--- config.mk ---
export PLATFORM = sky130hd
export DESIGN_NAME = score_bcd_converter
export DESIGN_NICKNAME = d
export VERILOG_FILES = /design/src/rtl/score_bcd_converter_pkg.sv /design/src/rtl/score_bcd_converter_bcd_add3.sv /design/src/rtl/score_bcd_converter.sv
export SDC_FILE = /design/constraint.sdc
export NUM_CORES = 1
export LEC_CHECK = 0
export BUFFER_PORTS_ARGS = -buffer_cell sky130_fd_sc_hd__buf_2
export CELL_PAD_IN_SITES_DETAIL_PLACEMENT = 1
export CELL_PAD_IN_SITES_GLOBAL_PLACEMENT = 1
export CORE_AREA = 2 2 95 97
export CTS_BUF_LIST = sky130_fd_sc_hd__clkbuf_16
export DETAILED_ROUTE_END_ITERATION = 12
export DIE_AREA = 0 0 97 99
export PLACE_DENSITY_LB_ADDON = 0.3
export RECOVER_POWER = 25
export SETUP_SLACK_MARGIN = 0.3
export SYNTH_ARGS = -nofsm -noshare
export SYNTH_HDL_FRONTEND = slang
export SYNTH_SLANG_ARGS = --single-unit
--- constraint.sdc ---
create_clock -name clk -period 2 [get_ports clk]
set_clock_uncertainty 0.05 [all_clocks]
set_input_delay 0.1 -clock clk [delete_from_list [all_inputs] [get_ports clk]]
set_output_delay 0.1 -clock clk [all_outputs]
set_load 0.02 [all_outputs]
--- src/rtl/score_bcd_converter_pkg.sv ---
// Shared constants, state encoding and helpers for the score BCD converter.
package score_bcd_converter_pkg;

   localparam int unsigned BCD_DIGIT_W = 4;

   typedef enum logic {
      IDLE = 1'b0,
      CONV = 1'b1
   } state_t;

   // 10**n at 64 bits so the range limit never truncates for any legal DIGITS.
   function automatic logic [63:0] pow10(input int unsigned n);
      logic [63:0] r;
      r = 64'd1;
      for (int unsigned k = 0; k < n; k++) begin
         r = r * 64'd10;
      end
      return r;
   endfunction

endpackage

--- src/rtl/score_bcd_converter_bcd_add3.sv ---
// Double-dabble correction cell: a digit of 5 or more gets +3 before the shift.
module bcd_add3
   import score_bcd_converter_pkg::*;
(
   input  logic [BCD_DIGIT_W-1:0] digit,
   output logic [BCD_DIGIT_W-1:0] digit_adj_c
);

   assign digit_adj_c = (digit >= BCD_DIGIT_W'(5)) ? digit + BCD_DIGIT_W'(3) : digit;

endmodule

--- src/rtl/score_bcd_converter.sv ---
// Sequential double-dabble converter: binary score in, packed BCD digits plus
// leading-zero blank mask out, one input bit per cycle.
module score_bcd_converter
   import score_bcd_converter_pkg::*;
#(
   parameter int unsigned BIN_WIDTH = 17,
   parameter int unsigned DIGITS    = 5,
   parameter bit          SATURATE  = 1'b1
) (
   input  logic                          clk,
   input  logic                          resetn,
   input  logic                          in_valid,
   output logic                          in_ready,
   input  logic [BIN_WIDTH-1:0]          bin_in,
   output logic                          out_valid,
   output logic [BCD_DIGIT_W*DIGITS-1:0] bcd_out,
   output logic [DIGITS-1:0]             blank_out,
   output logic                          overflow
);

   localparam int unsigned BCD_W = BCD_DIGIT_W * DIGITS;
   localparam int unsigned CNT_W = $clog2(BIN_WIDTH + 1);
   localparam logic [63:0] MAX_VAL = pow10(DIGITS) - 64'd1;
   localparam logic [DIGITS-1:0] RST_BLANK = ~DIGITS'(1);
   localparam logic [BCD_W-1:0]  SAT_VAL   = {DIGITS{4'h9}};

   state_t               state;
   logic [BIN_WIDTH-1:0] shreg;
   logic [BCD_W-1:0]     scratch;
   logic [BCD_W-1:0]     corr;
   logic [BCD_W-1:0]     scratch_nxt;
   logic [BCD_W-1:0]     bcd_nxt;
   logic [DIGITS-1:0]    blank_nxt;
   logic                 upper_zero;
   logic [CNT_W-1:0]     cnt;
   logic                 ovf_pend;
   logic                 accept;

   assign accept = in_valid & in_ready;

   for (genvar g = 0; g < int'(DIGITS); g++) begin : g_add3
      bcd_add3 u_add3 (
         .digit       (scratch[BCD_DIGIT_W*g +: BCD_DIGIT_W]),
         .digit_adj_c (corr[BCD_DIGIT_W*g +: BCD_DIGIT_W])
      );
   end

   // Carry out of the top digit is dropped, which gives mod 10**DIGITS wrap.
   assign scratch_nxt = {corr[BCD_W-2:0], shreg[BIN_WIDTH-1]};
   assign bcd_nxt     = (SATURATE && ovf_pend) ? SAT_VAL : scratch_nxt;

   // Digit i is blanked when it and every more-significant digit are zero.
   always_comb begin
      blank_nxt  = '0;
      upper_zero = 1'b1;
      for (int i = int'(DIGITS) - 1; i >= 1; i--) begin
         upper_zero   = upper_zero & (bcd_nxt[BCD_DIGIT_W*i +: BCD_DIGIT_W] == '0);
         blank_nxt[i] = upper_zero;
      end
   end

   always_ff @(posedge clk) begin
      if (!resetn) begin
         state     <= IDLE;
         in_ready  <= 1'b1;
         out_valid <= 1'b0;
         bcd_out   <= '0;
         blank_out <= RST_BLANK;
         overflow  <= 1'b0;
         shreg     <= '0;
         scratch   <= '0;
         cnt       <= '0;
         ovf_pend  <= 1'b0;
      end else begin
         out_valid <= 1'b0;
         case (state)
            IDLE: begin
               if (accept) begin
                  shreg    <= bin_in;
                  scratch  <= '0;
                  cnt      <= CNT_W'(BIN_WIDTH);
                  ovf_pend <= 64'(bin_in) > MAX_VAL;
                  in_ready <= 1'b0;
                  state    <= CONV;
               end
            end
            CONV: begin
               scratch <= scratch_nxt;
               shreg   <= shreg << 1;
               cnt     <= cnt - CNT_W'(1);
               if (cnt == CNT_W'(1)) begin
                  bcd_out   <= bcd_nxt;
                  blank_out <= blank_nxt;
                  overflow  <= ovf_pend;
                  out_valid <= 1'b1;
                  in_ready  <= 1'b1;
                  state     <= IDLE;
               end
            end
            default: state <= IDLE;
         endcase
      end
   end

endmodule

==> metrics.md, run 1 <==
| Metric | Value |
|---|---|
| Top delay family on crit path | `compound AO/OA/AOI/OAI gates` |
| Post-synthesis compound-gate area fraction | `20.5%` |
| EDFF count, synth | `0` |
| Initial DRT Pass Iterations | `4` |
| Die height | `about 100 um` |
| RePlAce Congestion | `around 0.81` |
| Vias post-DR | `around 3300` |
| Max incr delay on CP | `~0.36 ns` |
| CP required | `roughly 2.2 ns` |
| Share of the synthesized area in the top cell type | `42.3%` |
| Root Buffer | `clkbuf_16` |
| Final core occ | `53.1%` |
| Die area | `9600 sq um` |
| Async set or reset register ratio after synthesis | `0%` |
| Post-synthesis adder-cell area fraction | `4.47%` |
| Slowest cell on crit path | `dfxtp_2` |
| Min Tclk post-route | `1.86 ns` |
| Core area | `8550 sq um` |
| Drt total wl | `roughly 11 mm` |
| Mux cell area share after synthesis | `1.90%` |
| Skew-Pair Late Insertion Delay | `roughly 0.35 ns` |
| Hold Crit Start | `bin_in[2]` |
| Total GRT Usage | `22.6%` |
| DRC Markers | `0` |
| Finished Layout Cells | `595` |
| Critical Path, Cell by Cell | `inv_4, ha_4, nand2b_4, nor3b_4, a211oi_2, o2111ai_4, o311ai_2` |
| Leak Pwr | `1.80 nW` |
| Power, Total | `4.16 mW` |
| First-pass GRT wire length | `17.5 mm` |
| Pins Over Slew Limit | `0` |
| HPWL after DPL | `6.38 mm` |
| Synth Area in XOR/XNOR | `roughly 1.8%` |
| DR vias/cell | `5.61` |
| Clk sinks | `71` |
| Library cells used by synthesis | `47` |
| Vias in the first global route | `3496` |
| Mapped cell area | `3360 sq um` |
| PwrDens | `917 nW/um^2` |
| Total negative slack | `0 ns` |
| Area grow syn2layout | `35.1%` |
| Sequential fraction of the synthesis area | `42.3%` |
| Number of buffers and inverters on the critical path | `1` |
| CTS tree | `done` |
| Final Hold Fails | `0` |
| Highest metal layer with signal wires | `met4` |
| Congestion Overflow GR | `0` |
| Outcome | `completed` |
| # fillers | `1012` |
| CTS max path bufs | `2` |
| Max-cap viol count | `0` |
| WHS | `0.000748 ns` |
| CP Launch Point | `scratch[9]` |
| Worst slew pin tran | `0.540 ns` |
| #FFs+latches synth | `between 70 and 80` |
| Reg2Reg Launch Point | `scratch[9]` |
| Peak Freq | `537 MHz` |
| Worst hold path type | `in2reg` |
| Net count, final | `514` |
| Syn Area/Cell | `8.06 sq um` |
| Number of diodes | `0` |
| RSZ-0062 raised after global routing | `true` |
| Num CTS Buffers | `9` |
| Synth area leaders | `dfxtp_1 (42%), nand2_1 (6.0%), nor2_1 (4.7%), a21oi_1 (4.6%), ha_1 (4.5%)` |
| Post-synth top cells | `dfxtp_1 (71), nand2_1 (54), nor2_1 (42), a21oi_1 (31), nand3_1 (29)` |
| Crit Path Max Fanout | `4` |
| Met2 WL | `roughly 5.7 mm` |
| Initial antenna violation count | `0` |
| Synth area leader | `dfxtp_1` |
| Final worst path period share | `93.1%` |
| Synth Flop Type | `dfxtp_1` |
| Largest net degree at the start of global routing | `45` |
| CP arrival | `~2.1 ns` |
| Largest family of logic cells by synthesized area | `simple AND/OR/NAND/NOR gates` |
| Initial Util | `between 30 and 40%` |
| Cells after synthesis | `around 420` |
| Post-DRT Antenna Nets | `0` |
| Slew Limit Headroom | `between 60 and 70%` |
| Starting DRT DRC Count | `171` |
| Core Rows | `34` |
| Crit Path Category | `reg2reg` |
| M1 WL | `4.59 mm` |
| Synthesized Nets | `449` |
| Final setup vio count | `0` |
| Die Width | `97 um` |
| Clock Pin Slew Worst Setup and Hold Paths | `~0.060 ns` |
| Cells after DPL | `562` |
| Post-synthesis simple-gate area fraction | `around a quarter` |
| Maximum level of the CTS H-tree | `3` |
| I/O pins | `48` |
| Yosys warns | `0` |
| I/O Buffers | `between 40 and 50` |
| Per-cell routed wire length | `about 18 um` |
| Routed length on met3 | `366 um` |
| Most frequent cell after synthesis | `dfxtp_1` |
| Critical Path End Type | `flop` |
| Crit path launch type | `flop` |
| Layout cells sized above 1 | `about a quarter` |
| Worst vdd ir | `0.519 mV` |
layout make-up:
cell class | count | area (sq um) | area share [%]
Multi-Input combinational cell | 301 | 2000 | 44.0
Sequential cell | 71 | 1450 | 31.8
Timing Repair Buffer | 83 | 505 | 11.1
Clock buffer | 9 | 225 | 4.96
Clock inverter | 7 | 159 | 3.50
Tap cell | 108 | 135 | 2.97
Inverter | 16 | 72.6 | 1.60
layout by cell type, fill, tap and decap left out, types with 6 or more instances in the layout:
| cell | n |
|---|---|
| clkbuf_1 | 24 |
| ha_4 | 6 |
| buf_4 | 34 |
| nor2_1 | 41 |
| and3_1 | 7 |
| o21ai_0 | 21 |
| dfxtp_1 | 61 |
| clkbuf_16 | 9 |
| inv_1 | 8 |
| o211ai_1 | 6 |
| a311oi_1 | 16 |
| a22o_1 | 6 |
| buf_2 | 22 |
| nor3_1 | 12 |
| nand2_1 | 54 |
| nand3_1 | 29 |
| o21ai_1 | 6 |
| a21oi_1 | 27 |
worst paths after layout:
check                      end  slack (ns)  cells after the start
setup / recovery  blank_out[1]        0.14                      7
hold reg to reg    bcd_out[15]        0.41                      2
setup reg to reg  blank_out[1]        0.14                      7
hold / removal        shreg[2]      0.0007                      3
cell families after synthesis:
| group | count (synthesis) |
|---|---|
| AO/OA/AOI/OAI | 104 |
| multiplexers | 6 |
| other | 1 |
| buffers and inverters | 45 |
| flip-flops | 71 |
| adder cells (fa/ha/maj) | 12 |
| XOR/XNOR | 7 |
| AND/OR/NAND/NOR | 171 |
layer usage:
| metal | GRT usage [%] | vias to the layer above |
|---|---|---|
| met5 | 0 | - |
| met2 | 40.2 | 70 |
| met1 | 26.4 | 1652 |
| met3 | 4.11 | 22 |
| li1 | - | 1593 |
| met4 | 10.4 | 0 |
stage by stage:
stage          instance area [sq um]  setup slack (ns)
2_1_floorplan                   3370             0.187
3_3_place_gp                    3790            0.0986
3_5_place_dp                    3790           -0.0134
4_1_cts                         4430            0.0980
5_1_grt                         4540            0.0529
6_report                        4540             0.138
worst reg2reg max path: stages, from the launching register on:
cell and delay, ns:
dfxtp_2 0.36, inv_4 0.06, ha_4 0.15, nand2b_4 0.15, nor3b_4 0.17, a211oi_2 0.34
o2111ai_4 0.19, o311ai_2 0.30
sequential cells by signal, indices dropped and copies added, names as in the netlist:
signal / flops
overflow: 1
in_ready: 1
ovf_pend: 1
out_valid: 1
shreg: 17
cnt: 5
blank_out: 4
bcd_out: 20
state: 1
scratch: 20
power breakdown:
part | internal (mW) | switching [mW] | total (mW)
combinational | 0.194 | 0.321 | 0.516
clock | 1.46 | 0.639 | 2.10
sequential | 1.49 | 0.0568 | 1.55
timing repair:
action	CTS	global route
hold buffers	1	0
setup endpoints to repair	21	15
setup buffers	8	8
pin swaps	11	11
resized for setup	50	25
hold endpoints to repair	1	0
(Power assumes the default switching activity.)
==> inputs of run 2 (changes only) <==
==> constraint.sdc (replaced) <==
create_clock -name clk -period 2.19 [get_ports clk]
set_clock_uncertainty 0.05 [all_clocks]
set_input_delay 0.1095 -clock clk [delete_from_list [all_inputs] [get_ports clk]]
set_output_delay 0.1095 -clock clk [all_outputs]
set_load 0.02 [all_outputs]
==> run 2 against run 1 <==
  * Via count is 2.8% lower
  * Sequential share of layout area is 2.5 points higher
  * First-iteration DRC count is 51% lower
  * Worst hold slack better by 0.012 ns
  * Non-clock buffer count is 11 lower
  * Maximum frequency is 1.9% lower
  * Combinational power is 16% lower
  * Total power is 22% lower
  * Routed wire length is 11% lower
  * Global-route usage is 2.2 points lower
  * Critical path type unchanged
  * Critical endpoint unchanged
  * Highest routed layer unchanged
==> metrics.md, run 2 (same netlist as run 1, synthesis figures left out) <==
| Metric | Value |
|---|---|
| Total negative slack | `0 ns (unchanged)` |
| FF-to-FF path depth | `7 (unchanged)` |
| Final Hold Fails | `0 (unchanged)` |
| CP Launch Point | `scratch[17]` |
| Number of diodes | `0 (unchanged)` |
| RSZ-0062 raised after global routing | `true` |
| CTS max path bufs | `2 (unchanged)` |
| Slew Limit Headroom | `61.6% (-2.3 points)` |
| Layout cells sized above 1 | `20.2% (-6.3 points)` |
| Slowest cell on crit path | `dfxtp_2` |
| Crit path to | `blank_out[1]` |
| Worst vdd ir | `0.332 mV (-36%)` |
| Peak Freq | `527 MHz (-1.9%)` |
| RePlAce Congestion | `0.786 (-2.6%)` |
| Die height | `99 um (unchanged)` |
| Vias post-DR | `3243 (-2.8%)` |
| R2R Setup Slk | `0.29 ns (+0.15 ns)` |
| Final setup vio count | `0 (unchanged)` |
| I/O Buffers | `46 (unchanged)` |
| Die Width | `97 um (unchanged)` |
| Reg2Reg Launch Point | `scratch[17]` |
| DP Worst Slack | `0.173 ns (+0.186 ns)` |
| Initial Util | `39.3% (unchanged)` |
| DR vias/cell | `5.55 (-0.99%)` |
| Cts hold-fix bufs | `0 (-1)` |
| Final worst path period share | `86.6% (-6.5 points)` |
| Pins Over Slew Limit | `0 (unchanged)` |
| Area grow syn2layout | `24.3%` |
| Maximum level of the CTS H-tree | `3 (unchanged)` |
| Largest net degree at the start of global routing | `35 (-22%)` |
| Multi-input logic area | `1870 sq um (-6.4%)` |
| Skew-Pair Late Insertion Delay | `0.34 ns (about the same)` |
| Reg2reg end | `blank_out[1]` |
| Net count, final | `503 (-2.1%)` |
| PwrDens | `781 nW/um^2 (-15%)` |
| Core Rows | `34 (unchanged)` |
| First-pass GRT wire length | `15.8 mm (-9.7%)` |
| Initial DRT Pass Iterations | `4 (unchanged)` |
| Congestion Overflow GR | `0 (unchanged)` |
| CP required | `2.38 ns (+0.18 ns)` |
| Min Tclk post-route | `1.90 ns (+0.0355 ns)` |
| # fillers | `1050 (+3.8%)` |
| FF+latch area | `1440 sq um (-0.78%)` |
| Crit Path Max Fanout | `3 (-1)` |
| Clk sinks | `71 (unchanged)` |
| Num CTS Buffers | `9 (unchanged)` |
| Root Buffer | `clkbuf_16` |
| Per-cell routed wire length | `16.8 um (-9.0%)` |
| HPWL after DPL | `6.33 mm (-0.90%)` |
| Top delay family on crit path | `compound AO/OA/AOI/OAI gates` |
| Commonest non-fill, non-tap cells in the layout | `dfxtp_1 (64), nand2_1 (54), nor2_1 (42)` |
| Total GRT Usage | `20.3% (-2.2 points)` |
| Post-DRT Antenna Nets | `0 (unchanged)` |
| Number of buffers and inverters on the critical path | `1 (unchanged)` |
| Crit path launch type | `flop` |
| I/O pins | `48 (unchanged)` |
| Worst hold path type | `in2reg` |
| Critical Path, Cell by Cell | `inv_2, ha_1, nand2b_4, a2111oi_4, o21ba_4, o2111ai_4, o311ai_2` |
| Outcome | `completed` |
| Initial antenna violation count | `0 (unchanged)` |
| Die area | `9600 sq um (unchanged)` |
| Max incr delay on CP | `0.35 ns (about the same)` |
| DRC Markers | `0 (unchanged)` |
| Clock Pin Slew Worst Setup and Hold Paths | `0.06 ns (about the same)` |
| Levels on crit path | `7 (unchanged)` |
| Final worst setup slack | `0.293 ns (+0.155 ns)` |
| Core area | `8550 sq um (unchanged)` |
| Critical Path End Type | `flop` |
| Top flop regs | `bcd_out: 20 flops, scratch: 20 flops, shreg: 17 flops` |
| Starting DRT DRC Count | `84 (-51%)` |
| Drt total wl | `9.80 mm (-11%)` |
| Vias in the first global route | `3205 (-8.3%)` |
| CTS tree | `done` |
| Leak Pwr | `1.68 nW (-6.3%)` |
| Crit Path Category | `reg2reg` |
| Commonest non-fill, non-tap cell in the layout | `dfxtp_1` |
| Max-cap viol count | `0 (unchanged)` |
| Worst slew pin tran | `0.576 ns (+0.0359 ns)` |
| CP arrival | `2.09 ns (+0.03 ns)` |
## run 2: cell types whose count changed in the layout (fill, tap and decap cells not counted), moves of 4 or more
| cell | previous run | this run |
|---|---|---|
| inv_4 | 5 | 0 |
| ha_1 | 4 | 9 |
| buf_4 | 34 | 26 |
| bufinv_16 | 5 | 1 |
| ha_4 | 6 | 2 |
| o21ai_0 | 21 | 25 |
| o21ai_1 | 6 | 2 |
| inv_2 | 3 | 7 |
## run 2: final cells by class
cell class | instances | area share [%]
well taps | 108 | 3.23
multi-input cells | 301 | 44.8
flip-flops and latches | 71 | 34.4
repair buffers | 72 | 9.46
clock inverters | 7 | 1.35
clock buffers | 9 | 5.39
inverters | 16 | 1.44
## run 2: metrics by stage
stage	cell area [sq um]	utilization [%]	std cells	power (mW)	hold slack, ns
finish	4180	48.9	584	3.26	0.0128
global route	4180	48.9	584	3.42	0.0345
CTS	4090	47.8	579	3.29	0.0103
detailed placement	3740	43.8	560	1.87	0.369
global placement	3740	43.8	560	1.86	0.350
floorplan	3360	-	417	1.72	0.181
## run 2: worst min-delay path by stage
stage,startpoint,endpoint,slack (ns),cells past startpoint
3_3_place_gp,bin_in[0],shreg[0],0.35,3
3_5_place_dp,bin_in[2],shreg[2],0.37,3
4_1_cts,bin_in[1],shreg[1],0.01,3
6_report,bin_in[1],shreg[1],0.01,3
5_1_grt,bin_in[14],shreg[14],0.03,3
2_1_floorplan,resetn,scratch[10],0.18,1
## run 2: worst min-delay path, stage by stage
cell      delay, ns
buf_2          0.09
nand3_1        0.07
a311oi_1       0.08
## run 2: routing by layer
layer,GRT usage [%],routed length [um],part of all wire [%]
met1,24.2,4260,43
met3,3.55,350,3.6
met2,36.6,5010,51
met5,0,0,0
met4,7.80,178,1.8
## run 2: where the power goes
part	switching, mW	internal [mW]	leakage [nW]
sequential	0.0521	1.36	0.582
combinational	0.279	0.157	0.951
clock	0.548	0.863	0.149
total	0.878	2.38	1.68
## run 2: what timing repair did
| item | CTS | global route |
|---|---|---|
| gates cloned | 0 | 0 |
| gates resized for setup | 11 | 24 |
| pin swaps | 6 | 9 |
| setup endpoints to repair | 10 | 10 |
| buffers inserted | 3 | 5 |
==> inputs of run 3 (changes only) <==
--- a/config.mk
+++ b/config.mk
@@ -6,12 +6,14 @@
 export NUM_CORES = 1
 export LEC_CHECK = 0
 export BUFFER_PORTS_ARGS = -buffer_cell sky130_fd_sc_hd__buf_2
+export CAP_MARGIN = 10
 export CELL_PAD_IN_SITES_DETAIL_PLACEMENT = 1
 export CELL_PAD_IN_SITES_GLOBAL_PLACEMENT = 1
 export CORE_AREA = 2 2 95 97
 export CTS_BUF_LIST = sky130_fd_sc_hd__clkbuf_16
 export DETAILED_ROUTE_END_ITERATION = 12
 export DIE_AREA = 0 0 97 99
+export HOLD_SLACK_MARGIN = 0.02
 export PLACE_DENSITY_LB_ADDON = 0.3
 export RECOVER_POWER = 25
 export SETUP_SLACK_MARGIN = 0.3
==> run 3 against run 2 <==
  * Largest cell class unchanged
  * Sequential cell count did not move
  * Clock-buffer cell count did not move
  * First-iteration DRC count rose by 6.0%
  * Highest routed layer unchanged
  * Setup slack barely moved
  * Final area rose by 0.48%
  * Worst hold slack improved by 0.0089 ns
  * Critical path depth did not move
  * Maximum frequency barely moved
  * Global-route usage rose by 0.060 points
  * Sequential power barely moved
  * Die area did not move
  * Sequential share of layout area fell by 0.16 points
==> metrics.md, run 3 (same netlist as run 1, synthesis figures left out) <==
| Metric | Value |
|---|---|
| DR vias/cell | `5.54 (-0.25%)` |
| RSZ-0062 raised after global routing | `true` |
| Die height | `99 um (unchanged)` |
| Commonest non-fill, non-tap cells in the layout | `dfxtp_1 (64), nand2_1 (54), nor2_1 (42)` |
| Final worst path period share | `86.6% (about the same)` |
| HPWL after DPL | `6.33 mm (unchanged)` |
| Skew-Pair Late Insertion Delay | `0.34 ns (about the same)` |
| Reg2reg end | `blank_out[1]` |
| Commonest non-fill, non-tap cell in the layout | `dfxtp_1` |
| Total negative slack | `0 ns (unchanged)` |
| Net count, final | `505 (+0.40%)` |
| Top flop regs | `bcd_out: 20 flops, scratch: 20 flops, shreg: 17 flops` |
| Num CTS Buffers | `9 (unchanged)` |
| Critical Path End Type | `flop` |
| Placed Instance Area | `3740 sq um (unchanged)` |
| Busiest metal layer after global routing | `met2` |
| First-pass GRT wire length | `15.8 mm (+0.30%)` |
| Initial antenna violation count | `0 (unchanged)` |
| Core Rows | `34 (unchanged)` |
| Drt total wl | `9.83 mm (+0.31%)` |
| Crit Path Category | `reg2reg` |
| Finished Layout Cells | `586 (+0.34%)` |
| R2R Setup Slk | `0.29 ns (about the same)` |
| Outcome | `completed` |
| Worst hold path type | `in2reg` |
| Die area | `9600 sq um (unchanged)` |
| Slew Limit Headroom | `62.2% (+0.55 points)` |
| Initial Util | `39.3% (unchanged)` |
| Total GRT Usage | `20.4% (+0.060 points)` |
| Die Width | `97 um (unchanged)` |
| Starting DRT DRC Count | `89 (+6.0%)` |
| Crit Path Max Fanout | `3 (unchanged)` |
| Peak Freq | `527 MHz (about the same)` |
| Hold endpoint | `shreg[3]` |
| Cells after DPL | `560 (unchanged)` |
| Final Hold Fails | `0 (unchanged)` |
| Root Buffer | `clkbuf_16` |
| Design Area, Final | `4200 sq um (+0.48%)` |
| Worst vdd ir | `0.331 mV (-0.33%)` |
| Per-cell routed wire length | `16.8 um (about the same)` |
| Worst slew pin tran | `0.568 ns (-0.00828 ns)` |
| WHS | `0.0217 ns (+0.00887 ns)` |
| Power, Total | `3.27 mW (+0.10%)` |
| Pins Over Slew Limit | `0 (unchanged)` |
| RePlAce Congestion | `0.786 (unchanged)` |
| Leak Pwr | `1.69 nW (+0.50%)` |
| Final core occ | `49.1% (+0.23 points)` |
| I/O pins | `48 (unchanged)` |
| DP Worst Slack | `0.173 ns (unchanged)` |
| Final worst setup slack | `0.293 ns (+0.000325 ns)` |
| Congestion Overflow GR | `0 (unchanged)` |
| Initial DRT Pass Iterations | `4 (unchanged)` |
| Final setup vio count | `0 (unchanged)` |
| Reg2Reg Launch Point | `scratch[17]` |
| FF-to-FF path depth | `7 (unchanged)` |
| Clk sinks | `71 (unchanged)` |
| Core area | `8550 sq um (unchanged)` |
| Vias in the first global route | `3229 (+0.75%)` |
| CTS max path bufs | `2 (unchanged)` |
| Area grow syn2layout | `24.9%` |
| GRT met2 Usage | `37.0% (+0.43 points)` |
| Grt met1 use | `24.0% (-0.18 points)` |
| DRC Markers | `0 (unchanged)` |
| CP required | `2.38 ns (about the same)` |
| Max-cap viol count | `0 (unchanged)` |
| Largest net degree at the start of global routing | `35 (unchanged)` |
| Post-DRT Antenna Nets | `0 (unchanged)` |
| Crit path launch type | `flop` |
| Vias post-DR | `3246 (+0.093%)` |
| Hold Crit Start | `bin_in[3]` |
| Hold path cells | `3 (unchanged)` |
| CP arrival | `2.09 ns (about the same)` |
| Maximum level of the CTS H-tree | `3 (unchanged)` |
| # fillers | `1049 (-0.095%)` |
| Layout cells sized above 1 | `20.1% (-0.084 points)` |
| CTS tree | `done` |
| PwrDens | `778 nW/um^2 (-0.37%)` |
| Number of diodes | `0 (unchanged)` |
| Min Tclk post-route | `1.90 ns (-0.000325 ns)` |
| I/O Buffers | `46 (unchanged)` |
| GR Util met3 | `3.55% (unchanged)` |
| Clock Pin Slew Worst Setup and Hold Paths | `0.06 ns (about the same)` |
-- run 3: cell count changes in the layout (fill, tap and decap cells not counted) --
cell / delta
dlygate4sd3_1: +2
-- run 3: cell type report --
cell class	count	area, sq um	share of cell area [%]
inverters	16	60.1	1.43
well taps	108	135	3.22
flip-flops and latches	71	1440	34.2
clock inverters	7	56.3	1.34
repair buffers	74	415	9.90
multi-input cells	301	1870	44.6
clock buffers	9	225	5.37
-- run 3: worst max-delay path, stage by stage, from the launching register on --
cell       delay (ns)
dfxtp_2          0.35
inv_2            0.05
ha_1             0.19
nand2b_4         0.16
a2111oi_4        0.34
o21ba_4          0.23
o2111ai_4        0.14
o311ai_2         0.30
-- run 3: power by group --
group,internal [mW],switching [mW]
clock,0.863,0.547
sequential,1.36,0.0526
combinational,0.159,0.279
-- run 3: routing by layer --
| metal | wire length (um) | vias up |
|---|---|---|
| met3 | 324 | 14 |
| li1 | - | 1577 |
| met1 | 4300 | 1602 |
| met5 | 0 | - |
| met4 | 178 | 0 |
| met2 | 5020 | 53 |
-- run 3: what timing repair did --
action                                  4_1_cts  5_1_grt
gates resized for setup                      11       24
setup buffers                                 3        5
endpoints found under the setup margin       10       10
hold buffers                                  2        0
hold endpoints to repair                      2        0
pin swaps                                     6        9
-- run 3: how the worst max path moves through the flow --
stage           startpoint      endpoint
6_report       scratch[17]  blank_out[1]
5_1_grt        scratch[17]  blank_out[1]
4_1_cts         scratch[5]  blank_out[1]
3_5_place_dp   scratch[17]  blank_out[1]
3_3_place_gp   scratch[17]  blank_out[1]
2_1_floorplan  scratch[12]  blank_out[1]
